### config.mk
export PLATFORM = sky130hd
export DESIGN_NAME = accel_fifo_port
export DESIGN_NICKNAME = d
export VERILOG_FILES = /design/src/rtl/accel_fifo_port.sv
export SDC_FILE = /design/constraint.sdc
export NUM_CORES = 1
export LEC_CHECK = 0
export BUFFER_PORTS_ARGS = -buffer_cell sky130_fd_sc_hd__buf_4
export CORE_MARGIN = 2
export CORE_UTILIZATION = 45
export CTS_BUF_LIST = sky130_fd_sc_hd__clkbuf_8 sky130_fd_sc_hd__clkbuf_16
export DETAILED_ROUTE_END_ITERATION = 8
export HOLD_SLACK_MARGIN = 0.15
export PLACE_DENSITY_LB_ADDON = 0.1
export SLEW_MARGIN = 10
export SYNTH_ARGS = -nofsm -noshare
export SYNTH_HDL_FRONTEND = slang
export SYNTH_SLANG_ARGS = --single-unit
### constraint.sdc
create_clock -name clk -period 6.1 [get_ports clk]
set_input_delay 0.61 -clock clk [delete_from_list [all_inputs] [get_ports clk]]
set_output_delay 0.61 -clock clk [all_outputs]
set_load 0.01 [all_outputs]
### src/rtl/accel_fifo_port.sv
// Accelerator-side responder for the router data bus: a to-accelerator queue filled by router puts
// and a from-accelerator queue drained by router gets, with registered empty/full flags and sticky errors.
module accel_fifo_port #(
  parameter int DATA_W = 32,
  parameter int DEPTH  = 16,
  parameter int ADDR_W = 4
) (
  input  logic              clk,
  input  logic              reset,
  input  logic              put_req,
  input  logic [DATA_W-1:0] router_wdata,
  input  logic              get_req,
  output logic [DATA_W-1:0] router_rdata,
  output logic              get_ack,
  output logic              to_empty,
  output logic              to_full,
  output logic              from_empty,
  output logic              from_full,
  output logic [DATA_W-1:0] acc_rdata,
  input  logic              acc_pop,
  input  logic [DATA_W-1:0] acc_wdata,
  input  logic              acc_push,
  output logic [ADDR_W:0]   to_count,
  output logic [ADDR_W:0]   from_count,
  output logic              overflow,
  output logic              underflow,
  input  logic              err_clr
);

  localparam logic [ADDR_W:0] FULL_CNT = (ADDR_W+1)'(DEPTH);
  localparam logic [ADDR_W:0] ONE_CNT  = (ADDR_W+1)'(1);
  localparam logic [ADDR_W-1:0] ONE_PTR = ADDR_W'(1);

  logic [DATA_W-1:0] r_toMem   [DEPTH];
  logic [DATA_W-1:0] r_fromMem [DEPTH];

  logic [ADDR_W-1:0] r_toWr, r_toRd, r_fromWr, r_fromRd;
  logic [ADDR_W:0]   r_toCount, r_fromCount;
  logic              r_toEmpty, r_toFull, r_fromEmpty, r_fromFull;
  logic [DATA_W-1:0] r_routerRdata;
  logic              r_getAck;
  logic              r_overflow, r_underflow;

  logic              w_toWrite, w_toRead, w_fromWrite, w_fromRead;
  logic              w_ovfEvent, w_unfEvent;
  logic [ADDR_W:0]   w_toCountNext, w_fromCountNext;

  // Acceptance uses the registered (pre-edge) flags, so a full queue rejects a write even if it is read this cycle.
  assign w_toWrite   = put_req  & ~r_toFull;
  assign w_toRead    = acc_pop  & ~r_toEmpty;
  assign w_fromWrite = acc_push & ~r_fromFull;
  assign w_fromRead  = get_req  & ~r_fromEmpty;

  assign w_ovfEvent = (put_req & r_toFull)  | (acc_push & r_fromFull);
  assign w_unfEvent = (acc_pop & r_toEmpty) | (get_req  & r_fromEmpty);

  always_comb begin
    w_toCountNext = r_toCount;
    if (w_toWrite && !w_toRead) begin
      w_toCountNext = r_toCount + ONE_CNT;
    end else if (!w_toWrite && w_toRead) begin
      w_toCountNext = r_toCount - ONE_CNT;
    end
  end

  always_comb begin
    w_fromCountNext = r_fromCount;
    if (w_fromWrite && !w_fromRead) begin
      w_fromCountNext = r_fromCount + ONE_CNT;
    end else if (!w_fromWrite && w_fromRead) begin
      w_fromCountNext = r_fromCount - ONE_CNT;
    end
  end

  // Storage is never reset; contents are meaningless until written.
  always_ff @(posedge clk) begin
    if (!reset && w_toWrite) begin
      r_toMem[r_toWr] <= router_wdata;
    end
    if (!reset && w_fromWrite) begin
      r_fromMem[r_fromWr] <= acc_wdata;
    end
  end

  always_ff @(posedge clk) begin
    if (reset) begin
      r_toWr      <= '0;
      r_toRd      <= '0;
      r_toCount   <= '0;
      r_toEmpty   <= 1'b1;
      r_toFull    <= 1'b0;
    end else begin
      if (w_toWrite) begin
        r_toWr <= r_toWr + ONE_PTR;
      end
      if (w_toRead) begin
        r_toRd <= r_toRd + ONE_PTR;
      end
      r_toCount <= w_toCountNext;
      r_toEmpty <= (w_toCountNext == '0);
      r_toFull  <= (w_toCountNext == FULL_CNT);
    end
  end

  always_ff @(posedge clk) begin
    if (reset) begin
      r_fromWr      <= '0;
      r_fromRd      <= '0;
      r_fromCount   <= '0;
      r_fromEmpty   <= 1'b1;
      r_fromFull    <= 1'b0;
      r_routerRdata <= '0;
      r_getAck      <= 1'b0;
    end else begin
      if (w_fromWrite) begin
        r_fromWr <= r_fromWr + ONE_PTR;
      end
      if (w_fromRead) begin
        r_fromRd      <= r_fromRd + ONE_PTR;
        r_routerRdata <= r_fromMem[r_fromRd];
      end
      r_getAck    <= w_fromRead;
      r_fromCount <= w_fromCountNext;
      r_fromEmpty <= (w_fromCountNext == '0);
      r_fromFull  <= (w_fromCountNext == FULL_CNT);
    end
  end

  // A new error in the same cycle as err_clr keeps the flag set.
  always_ff @(posedge clk) begin
    if (reset) begin
      r_overflow  <= 1'b0;
      r_underflow <= 1'b0;
    end else begin
      if (w_ovfEvent) begin
        r_overflow <= 1'b1;
      end else if (err_clr) begin
        r_overflow <= 1'b0;
      end
      if (w_unfEvent) begin
        r_underflow <= 1'b1;
      end else if (err_clr) begin
        r_underflow <= 1'b0;
      end
    end
  end

  assign acc_rdata    = r_toMem[r_toRd];
  assign router_rdata = r_routerRdata;
  assign get_ack      = r_getAck;
  assign to_empty     = r_toEmpty;
  assign to_full      = r_toFull;
  assign from_empty   = r_fromEmpty;
  assign from_full    = r_fromFull;
  assign to_count     = r_toCount;
  assign from_count   = r_fromCount;
  assign overflow     = r_overflow;
  assign underflow    = r_underflow;

endmodule

### After elaboration in Yosys (flattened, before gate mapping)

Memory sizes are Yosys's and may differ from the RTL's. A register that Yosys moved wholly into a read port is not among the register bits.
Cells that the tools add are included.

* memories: 2
* register bits: 33
* bits in writable memories: 1024
* word-level logic and storage cells: 67
* output and inout bits: 81

* $add $sub $neg: 8
* multiplexer cells: 13
* eq/ne operators: 2
* bitwise logic cells: 14
* reductions and logical operators: 15

Memory list
* r_fromMem: depth 16, width 32, read ports 1, clocked after memory_dff 1, wr ports 1, line 35 `logic [DATA_W-1:0] r_fromMem [DEPTH];`
* r_toMem: depth 16, width 32, read ports 1, clocked after memory_dff 1, wr ports 1, line 34 `logic [DATA_W-1:0] r_toMem [DEPTH];`

Operator list (count)
* $mux W5: 4
* $add A4 B1 Y4 const B: 4
* $add A5 B1 Y5 const B: 2
* $eq A5 B5 Y1 const B: 2
* $logic_not A5 Y1: 2
* $sub A5 B1 Y5 const B: 2
* $and A1 B1 Y1: 8
* $mux W4: 2
* $mux W1: 7
* $logic_and A1 B1 Y1: 6
* $logic_not A1 Y1: 5
* $not A1 Y1: 4
* $reduce_bool A2 Y1: 2
* $or A1 B1 Y1: 2

### Longest topological paths before layout

* depth after elaboration: 7
* gate-level depth with buffers: 7
* gate-level depth less buffers: 7

### Worst setup path after synthesis

No wires, ideal clock.

* path type: input -> register
* start: input reset
* end: memory r_fromMem[10][0] (enable)
* path buffers: 1
* path slack: 3.056 ns
* library setup time: 0.421 ns
* arrival: 2.623 ns
* stages on the path: 3
* cells stage by stage: clkbuf_1 -> or3b_2 -> nor2_1

* cells in the longest elaborated chain, start to end: 4

Ends and longest elaborated chain
* from (decl): line 9 `input logic reset,`
* $logic_not A1 Y1: line 80 `if (!reset && w_fromWrite) begin`
* $logic_and A1 B1 Y1: line 80
* $mux W1: line 80
* $mux W1 (implied by the code): line 81 `r_fromMem[r_fromWr] <= acc_wdata;`
* to (decl): line 35

No other way between the ends.

==> impl_metrics.csv <==
group,metric,value,unit
critical_path,cpMostUsedCell,"buf_4",
critical_path,critPathSlowestCell,"dfxtp_4",
floorplanning,die_w,308,um
clocking,cts_hold_buf,0,
clocking,numCtsBuffers,113,
logic_synthesis,synth.avg_cell_area,23.1,um2
drt,drt_iter0_markers,1466,
cells_and_area,areaGrowthSynthToFinish,15.4,%
critical_path,slowest_delay,810,ps
place,place_hpwl,47100,um
clocking,clk_pin_slew,60,ps
sta,tns,0,ps
critical_path,cp-start-kind,"flop",
critical_path,r2r_slack,3190,ps
drt,wirelength,91700,um
worst_hold_path,holdPathStages,3,
drt,wl_per_cell,27.8,um
floorplanning,rows,111,
sta,min_period,4130,ps
worst_hold_path,min_path_type,"in2reg",
cells_and_area,nets,2104,
sta,max_freq,242,MHz
power_and_ir_drop,power_density,342,nW/um2
sta,setup_violations,0,
drt,postRouteAntennaNets,0,
clocking,cts_tree,"built",
logic_synthesis,synth_area,41500,um2
logic_synthesis,synth_most_common_cell,"edfxtp_1",
logic_synthesis,synth_fp_nets,1884,
logic_synthesis,synth-seq-area-share,0.774,
sta,max_slew_margin,0.243,
logic_synthesis,async_flop_share,0,
worst_hold_path,hold_end,"underflow",
critical_path,worstSetupPathType,"reg2out",
grt,overflow,0,
drt,drc,0,
critical_path,critPathRequiredTime,5490,ps
sta,timing_worst_slew_pin_value,1140,ps
job,cap_viol_max_count,0,
critical_path,crit_fanout,35,
clocking,cts_setup_buffers,0,
sta,finalHoldViolCount,0,
logic_synthesis,synth_top_cell_by_area,"edfxtp_1",
logic_synthesis,ys_top_cells_by_area,"edfxtp_1 74%, mux4_2 13%, dfxtp_1 3.3%",
cells_and_area,stdcell_count,3297,
logic_synthesis,yosysUniqueCellTypes,43,
logic_synthesis,yosys_warnings,0,
cells_and_area,drive_gt1_frac,0.301,
floorplanning,initial_utilization,0.453,
drt,drt_pass1_iterations,7,
sta,fin_ws,1970,ps
place,place.gp.congestion,0.729,
run_status,status,"finished, final reports clean",
sta,slew_viol_final,0,
worst_hold_path,hp-start,"get_req",
power_and_ir_drop,finalPower,16.4,mW
grt,grt_pass1_vias,20200,
clocking,ctsResizeCount,0,
floorplanning,fp.dieH,308,um
clocking,cts.sinks,1093,
cells_and_area,fin_util,0.523,
critical_path,endpoint_kind,"primary output",
clocking,h-tree-depth,3,
logic_synthesis,synth_top_area_share,0.741,
critical_path,r2r_start,"from_full",
grt,grt_usage,0.197,
clocking,clk_latency,680,ps
critical_path,r2r_end,"r_fromMem[7][17]",
logic_synthesis,synth-edff-count,1024,
drt,avgViaCountPerCell,5.67,
floorplanning,dieArea,94700,um2
logic_synthesis,yosys-top-cells-count,"1,024 x edfxtp_1, 238 x mux4_2, 69 x dfxtp_1, 65 x mux2i_1, 62 x nand2_1",
critical_path,crit_chain,"buf_4 > mux4_1 > mux4_2 > buf_4",
logic_synthesis,ys.flop_type,"edfxtp_1",
clocking,cts_buffer_depth,3,
critical_path,cp_data_arrival_time,3520,ps
drt,vias,18700,
floorplanning,io_pins,152,
grt,antenna_found_initial,7,
critical_path,r2r.worst_path.cells,4,
sta,final.period_utilization,0.676,
place,preCtsSetupSlack,2600,ps
grt,grt_pass1_wl,134000,um
power_and_ir_drop,power_leakage,15.0,nW
logic_synthesis,synthCells,1799,
place,dp.cells,3090,
grt,grt_max_degree,109,
clocking,clock_tree.root_cell,"clkbuf_16",
floorplanning,core_area,91500,um2
logic_synthesis,ys_ff_latch,1093,
power_and_ir_drop,peakVddDrop,0.000253,V
place,io_buffers,151,
sta,fin_worst_skew,13.9,ps
sta,rsz0062_at_grt,"false",
-- area by class of cell --
cell class                 count  area, um2
antenna                        1       2.50
clock buffer                 121       2980
clock inverter                85        629
fill                        7041      43600
inverter                      10       37.5
multi-input combinational    605       9080
sequential                  1093      32200
tap                         1186       1480
timing repair buffer         196       1520
-- worst max-delay path, delay by kind of cell (launching register included) --
kind,cells,cell delay (ps)
buf+inv,2,840
mux,2,1170
flops,1,810
-- registers in the layout, summed over array words and instances (netlist names), named ones only --
| signal | cells |
|---|---|
| r_fromMem | 512 |
| r_toMem | 512 |
| router_rdata | 32 |
| from_count | 5 |
| to_count | 5 |
| r_fromRd | 4 |
| r_fromWr | 4 |
| r_toRd | 4 |
| r_toWr | 4 |
| from_empty | 1 |
| from_full | 1 |
| get_ack | 1 |
| overflow | 1 |
| to_empty | 1 |
| to_full | 1 |
| underflow | 1 |
-- logic make-up after synthesis --
logic type,Yosys count,share of synthesized area
fa+ha+maj,14,0.00422
buf+inv,101,0.0130
compound gates,59,0.0115
mux,353,0.177
xor+xnor,17,0.00359
flops,1093,0.774
simple gates,162,0.0170
-- layout by cell type (no fill, tap or decap), types with 3 or more instances in the layout --
cell and count:
edfxtp_1 1024, mux4_2 238, buf_4 192, clkbuf_16 117, mux2i_1 65, dfxtp_1 62
nand2_1 61, mux4_1 50, inv_1 37, nor2_4 33, o221ai_1 32, nor2_1 28
clkinv_1 23, clkinv_2 20, ha_1 14, xor2_1 13, bufinv_16 10, a21oi_1 8
nand3_1 7, nor2b_1 6, nand2b_1 5, nor3_1 5, dfxtp_4 5, xnor2_1 4
nand4_1 4, clkbuf_8 4, buf_12 4, a2bb2oi_1 3, a211oi_1 3, o21ai_0 3
-- per-layer routing --
layer  vias to the layer above  GRT usage  part of all wire
li1                       8117          -                 -
met1                     10000      0.242              0.39
met2                       390      0.354              0.54
met3                       154     0.0379             0.047
met4                        12     0.0532             0.023
met5                         -          0           0.00080
-- how the worst max path moves through the flow --
stage / from / to
floorplan: reset / r_fromMem[10][0]
global placement: flop / acc_rdata[0]
detailed placement: flop / acc_rdata[29]
CTS: flop / acc_rdata[29]
global route: flop / acc_rdata[31]
finish: flop / acc_rdata[31]
-- where the power goes --
part	internal [mW]	total (mW)	switching (mW)	leakage, nW
sequential	8.30	8.42	0.118	9.79
clock	3.90	6.65	2.74	1.88
combinational	0.680	1.32	0.644	3.33
-- per-stage QoR --
| step | cell area (um2) | hold WS (ps) |
|---|---|---|
| floorplan | 41500 | 468 |
| global placement | 44300 | 461 |
| detailed placement | 44300 | 448 |
| CTS | 47900 | 166 |
| global route | 47900 | 202 |
| finish | 47900 | 217 |
No activity file was read; power rests on OpenSTA's default activity.
